<file path="src/rtl/mips_pkg.sv">
// Shared MIPS decode constants, fetch-queue state encoding and word width.
// The predecode helper is only used when IFQ_PREDECODE_EN is defined.
package mips_pkg;

  localparam int WORD_W = 32;

  localparam logic [5:0] OP_RTYPE = 6'd0;
  localparam logic [5:0] OP_J     = 6'd2;
  localparam logic [5:0] OP_JAL   = 6'd3;
  localparam logic [5:0] OP_BEQ   = 6'd4;
  localparam logic [5:0] OP_BNE   = 6'd5;
  localparam logic [5:0] FN_JR    = 6'd8;

  typedef enum logic {
    RUN   = 1'b0,
    FLUSH = 1'b1
  } ifq_state_t;

  // True for control-transfer instructions: j, jal, beq, bne and jr.
  function automatic logic is_cti(input logic [WORD_W-1:0] instr);
    logic [5:0] op;
    logic [5:0] fn;
    op = instr[31:26];
    fn = instr[5:0];
    return (op == OP_J) || (op == OP_JAL) || (op == OP_BEQ) || (op == OP_BNE) ||
           ((op == OP_RTYPE) && (fn == FN_JR));
  endfunction

endpackage

</file>
<file path="src/rtl/ifq_fifo.sv">
// Small synchronous FIFO with clear, used for both the instruction queue
// and the tag queue of issued fetch addresses. DEPTH must be a power of 2.
// A push while full is accepted when a pop happens in the same cycle.
module ifq_fifo #(
  parameter int WIDTH = 32,
  parameter int DEPTH = 4
) (
  input  logic                     clk,
  input  logic                     rst_n,
  input  logic                     push,
  input  logic                     pop,
  input  logic                     clear,
  input  logic [WIDTH-1:0]         wdata,
  output logic [WIDTH-1:0]         rdata,
  output logic [$clog2(DEPTH):0]   count,
  output logic                     full,
  output logic                     empty
);

  localparam int AW = $clog2(DEPTH);
  localparam int CW = AW + 1;

  logic [WIDTH-1:0] mem [DEPTH];
  logic [AW-1:0]    wr_ptr;
  logic [AW-1:0]    rd_ptr;
  logic             do_push;
  logic             do_pop;

  assign empty   = (count == '0);
  assign full    = (count == CW'(DEPTH));
  assign do_pop  = pop && !empty;
  assign do_push = push && (!full || do_pop);
  assign rdata   = mem[rd_ptr];

  // Storage array; written on accepted pushes, never reset (contents are qualified by count).
  always_ff @(posedge clk) begin
    if (do_push && !clear) begin
      mem[wr_ptr] <= wdata;
    end
  end

  // Pointer and occupancy tracking; reset and clear both empty the FIFO.
  always_ff @(posedge clk) begin
    if (!rst_n || clear) begin
      wr_ptr <= '0;
      rd_ptr <= '0;
      count  <= '0;
    end else begin
      if (do_push) wr_ptr <= wr_ptr + AW'(1);
      if (do_pop)  rd_ptr <= rd_ptr + AW'(1);
      case ({do_push, do_pop})
        2'b10:   count <= count + CW'(1);
        2'b01:   count <= count - CW'(1);
        default: count <= count;
      endcase
    end
  end

endmodule

</file>
<file path="src/rtl/instr_fetch_queue.sv">
// Prefetching instruction fetch stage: issues sequential word fetches under a
// credit limit, queues returned words with their PC and hands them to decode
// over valid/ready. A redirect flushes the queue and drops stale responses.
// Optional feature macro: IFQ_PREDECODE_EN adds the per-entry ir_is_cti flag.
module instr_fetch_queue
  import mips_pkg::*;
#(
  parameter int          DEPTH    = 4,
  parameter logic [31:0] RESET_PC = 32'h0
) (
  input  logic              clk,
  input  logic              rst_n,
  output logic              imem_req,
  output logic [WORD_W-1:0] imem_addr,
  input  logic              imem_gnt,
  input  logic              imem_rvalid,
  input  logic [WORD_W-1:0] imem_rdata,
  input  logic              redirect_valid,
  input  logic [WORD_W-1:0] redirect_pc,
  output logic              ir_valid,
  input  logic              ir_ready,
  output logic [WORD_W-1:0] ir_data,
  output logic [WORD_W-1:0] ir_pc,
`ifdef IFQ_PREDECODE_EN
  output logic [WORD_W-1:0] ir_pc4,
  output logic              ir_is_cti
`else
  output logic [WORD_W-1:0] ir_pc4
`endif
);

  localparam int CW = $clog2(DEPTH) + 1;
`ifdef IFQ_PREDECODE_EN
  localparam int DW = 2 * WORD_W + 1;
`else
  localparam int DW = 2 * WORD_W;
`endif

  ifq_state_t        state;
  logic [WORD_W-1:0] fetch_pc;
  logic [CW-1:0]     outstanding;
  logic [CW-1:0]     drop_cnt;
  logic [CW-1:0]     drop_after_redirect;

  logic              rvalid_eff;
  logic              grant;
  logic [CW:0]       occupancy;

  logic              data_push;
  logic              data_pop;
  logic [DW-1:0]     data_wdata;
  logic [DW-1:0]     data_head;
  logic [CW-1:0]     data_count;
  logic              data_full;
  logic              data_empty;

  logic [WORD_W-1:0] tag_head;
  logic [CW-1:0]     tag_count;
  logic              tag_full;
  logic              tag_empty;

  logic              out_en;
  logic              ifq_unused;

  // Handshake qualification, credit check and fetch request generation.
  always_comb begin
    rvalid_eff          = imem_rvalid && (outstanding != '0);
    occupancy           = (CW+1)'(data_count) + (CW+1)'(outstanding);
    imem_req            = rst_n && (state == RUN) && !redirect_valid &&
                          (occupancy < (CW+1)'(DEPTH));
    imem_addr           = fetch_pc;
    grant               = imem_req && imem_gnt;
    drop_after_redirect = outstanding - CW'(rvalid_eff);
    data_push           = rvalid_eff && (state == RUN) && !redirect_valid;
    data_pop            = ir_valid && ir_ready;
  end

`ifdef IFQ_PREDECODE_EN
  assign data_wdata = {is_cti(imem_rdata), imem_rdata, tag_head};
`else
  assign data_wdata = {imem_rdata, tag_head};
`endif

  ifq_fifo #(.WIDTH(WORD_W), .DEPTH(DEPTH)) u_tag_fifo (
    .clk   (clk),
    .rst_n (rst_n),
    .push  (grant),
    .pop   (data_push),
    .clear (redirect_valid),
    .wdata (fetch_pc),
    .rdata (tag_head),
    .count (tag_count),
    .full  (tag_full),
    .empty (tag_empty)
  );

  ifq_fifo #(.WIDTH(DW), .DEPTH(DEPTH)) u_data_fifo (
    .clk   (clk),
    .rst_n (rst_n),
    .push  (data_push),
    .pop   (data_pop),
    .clear (redirect_valid),
    .wdata (data_wdata),
    .rdata (data_head),
    .count (data_count),
    .full  (data_full),
    .empty (data_empty)
  );

  // Decode-side outputs come straight from queue storage and read as zero when empty or in reset.
  always_comb begin
    out_en   = rst_n && !data_empty;
    ir_valid = out_en;
    ir_pc    = out_en ? data_head[WORD_W-1:0] : '0;
    ir_data  = out_en ? data_head[2*WORD_W-1:WORD_W] : '0;
    ir_pc4   = out_en ? (data_head[WORD_W-1:0] + 32'd4) : '0;
  end

`ifdef IFQ_PREDECODE_EN
  assign ir_is_cti = out_en && data_head[DW-1];
`endif

  // Fetch PC, credit counter and RUN/FLUSH control; a redirect overrides everything else.
  always_ff @(posedge clk) begin
    if (!rst_n) begin
      state       <= RUN;
      fetch_pc    <= RESET_PC;
      outstanding <= '0;
      drop_cnt    <= '0;
    end else begin
      outstanding <= outstanding + CW'(grant) - CW'(rvalid_eff);
      if (redirect_valid) begin
        fetch_pc <= {redirect_pc[31:2], 2'b00};
        drop_cnt <= drop_after_redirect;
        state    <= (drop_after_redirect != '0) ? FLUSH : RUN;
      end else begin
        if (grant) begin
          fetch_pc <= fetch_pc + 32'd4;
        end
        if ((state == FLUSH) && rvalid_eff) begin
          drop_cnt <= drop_cnt - CW'(1);
          if (drop_cnt == CW'(1)) begin
            state <= RUN;
          end
        end
      end
    end
  end

  assign ifq_unused = &{1'b0, tag_count, tag_full, tag_empty, data_full, redirect_pc[1:0]};

endmodule

</file>
<file path="config.mk">
export PLATFORM = sky130hd
export DESIGN_NAME = instr_fetch_queue
export DESIGN_NICKNAME = d
export VERILOG_FILES = /design/src/rtl/mips_pkg.sv /design/src/rtl/ifq_fifo.sv /design/src/rtl/instr_fetch_queue.sv
export SDC_FILE = /design/constraint.sdc
export NUM_CORES = 1
export LEC_CHECK = 0
export CAP_MARGIN = 0
export CORE_MARGIN = 10
export CORE_UTILIZATION = 55
export DETAILED_ROUTE_END_ITERATION = 12
export GPL_TIMING_DRIVEN = 0
export PLACE_DENSITY = 0.78
export SLEW_MARGIN = 10
export SYNTH_ARGS = -nofsm -noshare
export SYNTH_HDL_FRONTEND = slang
export SYNTH_SLANG_ARGS = --single-unit
</file>
<file path="constraint.sdc">
create_clock -name clk -period 3.8 [get_ports clk]
set_input_delay 0.57 -clock clk [delete_from_list [all_inputs] [get_ports clk]]
set_output_delay 0.57 -clock clk [all_outputs]
set_load 0.02 [all_outputs]
</file>
==> results.md <==
Critical path:
- The worst setup path category is flip-flop to primary output.
- The slowest stage of the critical path is the or4_4 cell.
- The critical path capture point type is a primary output.
- Traced cell by cell, the critical path runs through buf_12 > buf_4 > buf_4 > mux4_2 > nand3_1 > or4_4 > nor2_1 > mux2_2 > dlygate4sd2_1.
- Counting stages on the worst path, the most repeated cell is buf_4.
- The delay of the slowest cell on the worst path is 0.58 ns.
- The required time of the critical path is about 3.2 ns.
- Along the worst path, the maximum fanout reaches 5.
- Data arrives at the worst endpoint at 3.31 ns.
- The startpoint type of the worst setup path is a flip-flop.

Hold path:
- The worst min-delay path class is flip-flop to flip-flop.

Layout:
- In the layout the commonest cells are edfxtp_1, clkdlybuf4s50_1, mux4_2, nor2_1, and2_1.
- The filler-free cell count of the finished design is between 1500 and 2000.
- The register area is between 10000 and 15000 um2.
- Compared with the post-synthesis result, the final layout area differs by 24.56%.
- The final design instance area without fill is 22080 um2.
- Leaving out fill and tap cells, the most frequent cell in the layout is edfxtp_1.
- Summing all multi-input logic gate instances after layout gives approximately 5300 um2.
- For this run, the post-layout net count is 1453.
- In the final layout, the share of cells above drive strength 1 is 0.1994.
- The layout has about 2000 filler cells.

Synthesis:
- The synthesized netlist contains 58 unique library cells.
- The post-synthesis register bit count is roughly 420.
- Averaged over all synthesized cells, the footprint is around 16 um2.
- After synthesis, the share of flip-flops with an asynchronous set or reset is 0.
- In this run, synthesis inferred about 370 flip-flops with an integrated enable.
- In the synthesized netlist the dominant register cell turns out to be edfxtp_1.
- The register area share after synthesis is 0.6853.
- Counting every instance in the synthesized netlist gives between 1000 and 1500.
- The mapped netlist covers around 18000 um2.
- Yosys printed 0 warnings.

Route:
- The average via count per standard cell is slightly above 6.
- Dividing the detail-routed wire length by the instance count gives ~24 um.
- For this run, the detailed router's first-pass iteration total came to 5.
- The remaining antenna violation count is 0.
- The routed via count is 10840.
- For this run, design rule violations remaining after detail routing come to 0.
- The routed wire length is around 43000 um.
- The initial DRC count is approximately 890.

STA:
- After layout, the worst setup slack is -0.08126 ns.
- For the final database, setup skew stands at around 0.020 ns.
- The count of final hold-check violations is 0.
- Of the available clock period, the critical path in the final layout requires 1.021.
- Setup repair after global routing could not meet its margin everywhere.
- After layout, the minimum clock period comes to 3.881 ns.
- Based on the critical path, the design can be clocked at up to around 260 MHz.
- At the pin with the least slew margin, the transition time is approximately 1.2 ns.
- Measured against its own limit, the worst slew margin works out to 0.2141.
- Setup violations remaining at the end of the flow were counted as 4.
- The final count of pins violating max slew is 0.

Placed design:
- The weighted congestion at the end of routability-driven global placement is around 0.9.
- The total instance count after detailed placement is around 1700.
- Summing all placed instances gives a cell area of 20270 um2.
- Before CTS, the worst setup slack after placement is -0.4503 ns.
- The number of port buffers is 190.
- The post-detailed-placement half-perimeter wirelength is between 20000 and 30000 um.

Global routing:
- The initial antenna violation count is 1.
- The overall fraction of global-route tracks in use is 0.2105.
- Entering global routing, the biggest net connects 46 pins.
- The first global-routing pass estimated 64540 um of wire.
- The via count of the first global-routing pass is roughly 11000.
- After global routing the overflow that remains totals 0.

Outcome:
- The final reports fail on setup timing.
- The flow ran to the end, but the final reports show violations.

Floorplan:
- During I/O placement, the number of pins put on the boundary was 200.
- The core region is ~32000 um2.
- The height of the chip is 199.6 um.
- From left edge to right edge, the die measures between 150 and 200 um.
- The initial standard-cell utilization of the core is 0.5590.
- The site row count is 65.
- The area of the die is around 40000 um2.

CTS:
- The number of H-tree levels is 2.
- The clock insertion delay at the later pin of the skew report is approximately 0.54 ns.
- The number of buffers on the longest clock path is 3.
- The TritonCTS clock tree is done.
- Clock tree synthesis selected as its root buffer the cell clkbuf_16.
- Clock-pin slew was measured on the worst setup and hold paths at around 0.06 ns.
- For this design, the sink count on the clock tree is between 400 and 500.
- The number of clock buffers inserted by TritonCTS is 42.

Power and ir drop:
- The power per cell area is 483.3 nW/um2.
- The share of total power dissipated in the clock network is 0.407.
- The design draws between 10 and 15 mW.
- The switching power of the nets is ~2.4 mW.
- The internal cell power is just over 8 mW.
- Of the total power, combinational logic draws 0.092.
- The share of total power dissipated in sequential elements is 0.501.
- Of the total power, the share spent switching nets is 0.2256.
- The leakage power summed over all cells is between 7 and 8 nW.
- The peak ir drop on the vdd network is roughly 0.00033 V.

Job:
- The max-capacitance violation count is 0.
[cell type report]
class / instances / area share
Sequential cell: 423 / 0.5504
Multi-Input combinational cell: 586 / 0.2386
Timing Repair Buffer: 227 / 0.1014
Buffer: 53 / 0.01592
Clock inverter: 26 / 0.01501
Clock buffer: 51 / 0.05099
Inverter: 28 / 0.004759
Antenna cell: 1 / 0.0001133
Tap cell: 402 / 0.02277
[worst max-delay path: cells and delay by family, from the launching register on]
kind | cells | cell delay (ns)
DFF | 1 | 0.38
buffers and inverters | 4 | 0.74
muxes | 2 | 0.74
and+or+nand+nor | 3 | 0.89
[sequential cells by signal, summed over array words and instances (netlist names), 2 cells and up, named ones only]
signal and cells:
u_data_fifo.count 3, outstanding 3, imem_addr 30, drop_cnt 3, u_tag_fifo.mem 120, u_data_fifo.rd_ptr 2, u_data_fifo.wr_ptr 2, u_data_fifo.mem 248
u_tag_fifo.rd_ptr 2, u_tag_fifo.count 3, u_tag_fifo.wr_ptr 2
[through the flow]
| step | setup TNS (ns) | utilization | hold slack, ns |
|---|---|---|---|
| 2_1_floorplan | 0 | - | 0.4692 |
| 3_5_place_dp | -19.52 | 0.6391 | 0.4951 |
| 5_1_grt | -0.6353 | 0.6962 | 0.5323 |
| 3_3_place_gp | -416.91 | 0.6354 | 0.4849 |
| 6_report | -0.2428 | 0.6963 | 0.5002 |
| 4_1_cts | -0.1561 | 0.6924 | 0.5028 |
[path summary, 6_finish.rpt]
path	slack (ns)	from	cells after the start	endpoint
min reg2reg	0.50	u_tag_fifo.count[2]	2	u_tag_fifo.count[2]
max	-0.08	flip-flop	9	ir_pc4[19]
min	0.50	u_tag_fifo.count[2]	2	u_tag_fifo.count[2]
max reg2reg	0.23	u_data_fifo.count[2]	14	outstanding[2]
[cell usage after synthesis, drive strengths merged (2+ instances only)]
cell / count / area [um2]
and2: 79 / 495.5
o21ai: 23 / 115.1
and4: 5 / 43.79
a311oi: 2 / 17.52
nand2: 43 / 161.4
nor2: 75 / 281.5
nor3: 16 / 80.08
ha: 19 / 237.7
and3: 9 / 56.30
a22oi: 6 / 45.04
nand2b: 2 / 12.51
clkbuf: 33 / 123.9
fa: 3 / 60.06
o31ai: 4 / 30.03
inv: 28 / 105.1
nand4b: 2 / 17.52
nand4: 20 / 152.6
mux4: 92 / 2121
xor2: 11 / 96.34
a31oi: 15 / 93.84
mux2i: 3 / 30.03
a221oi: 2 / 17.52
mux2: 10 / 112.6
or2: 4 / 25.02
dfxtp: 55 / 1101
nand3: 25 / 125.1
a211oi: 8 / 60.06
o2111ai: 2 / 17.52
or3: 8 / 51.30
o311ai: 2 / 17.52
edfxtp: 368 / 11050
a21oi: 41 / 205.2
xnor2: 19 / 166.4
or4: 8 / 61.31
nor4: 12 / 75.07
buf: 25 / 181.4
[routing by layer]
layer  global-route usage  up-vias  part of all wire
met4              0.05637        2             0.020
met5                    0        -           0.00030
li1                     -     4799                 -
met3              0.05029       78             0.093
met2               0.3504      535              0.49
met1               0.2725     5424              0.40
[kinds of logic (layout without fill, tap and decap cells)]
| kind of cell | count (synthesis) | count (layout) | share of synthesized area |
|---|---|---|---|
| xor gates and xnor gates | 30 | 30 | 0.01482 |
| adders and majority gates | 22 | 22 | 0.01680 |
| AOI/OAI and AO/OA | 110 | 110 | 0.03733 |
| DFF | 423 | 423 | 0.6853 |
| muxes | 105 | 105 | 0.1277 |
| other | 1 | 7 | 0.0002115 |
| buffers and inverters | 86 | 385 | 0.02315 |
| and+or+nand+nor | 313 | 313 | 0.09470 |
[repair_timing]
action                                  CTS  global route
gates resized for setup                 101            30
endpoints found under the setup margin  185           182
cloned                                    1             0
pin swaps                                 9             3
hold buffers                              0             0
setup buffers                            24             9
[power by group through the flow]
stage | clock network (mW) | registers (mW) | logic (mW)
3_5_place_dp | 0 | 5.44 | 0.924
3_3_place_gp | 0 | 5.44 | 0.891
6_report | 4.34 | 5.35 | 0.980
2_1_floorplan | 0 | 5.42 | 0.539
5_1_grt | 4.59 | 5.36 | 1.07
4_1_cts | 4.41 | 5.35 | 0.963
No activity file was read; power rests on OpenSTA's default activity.
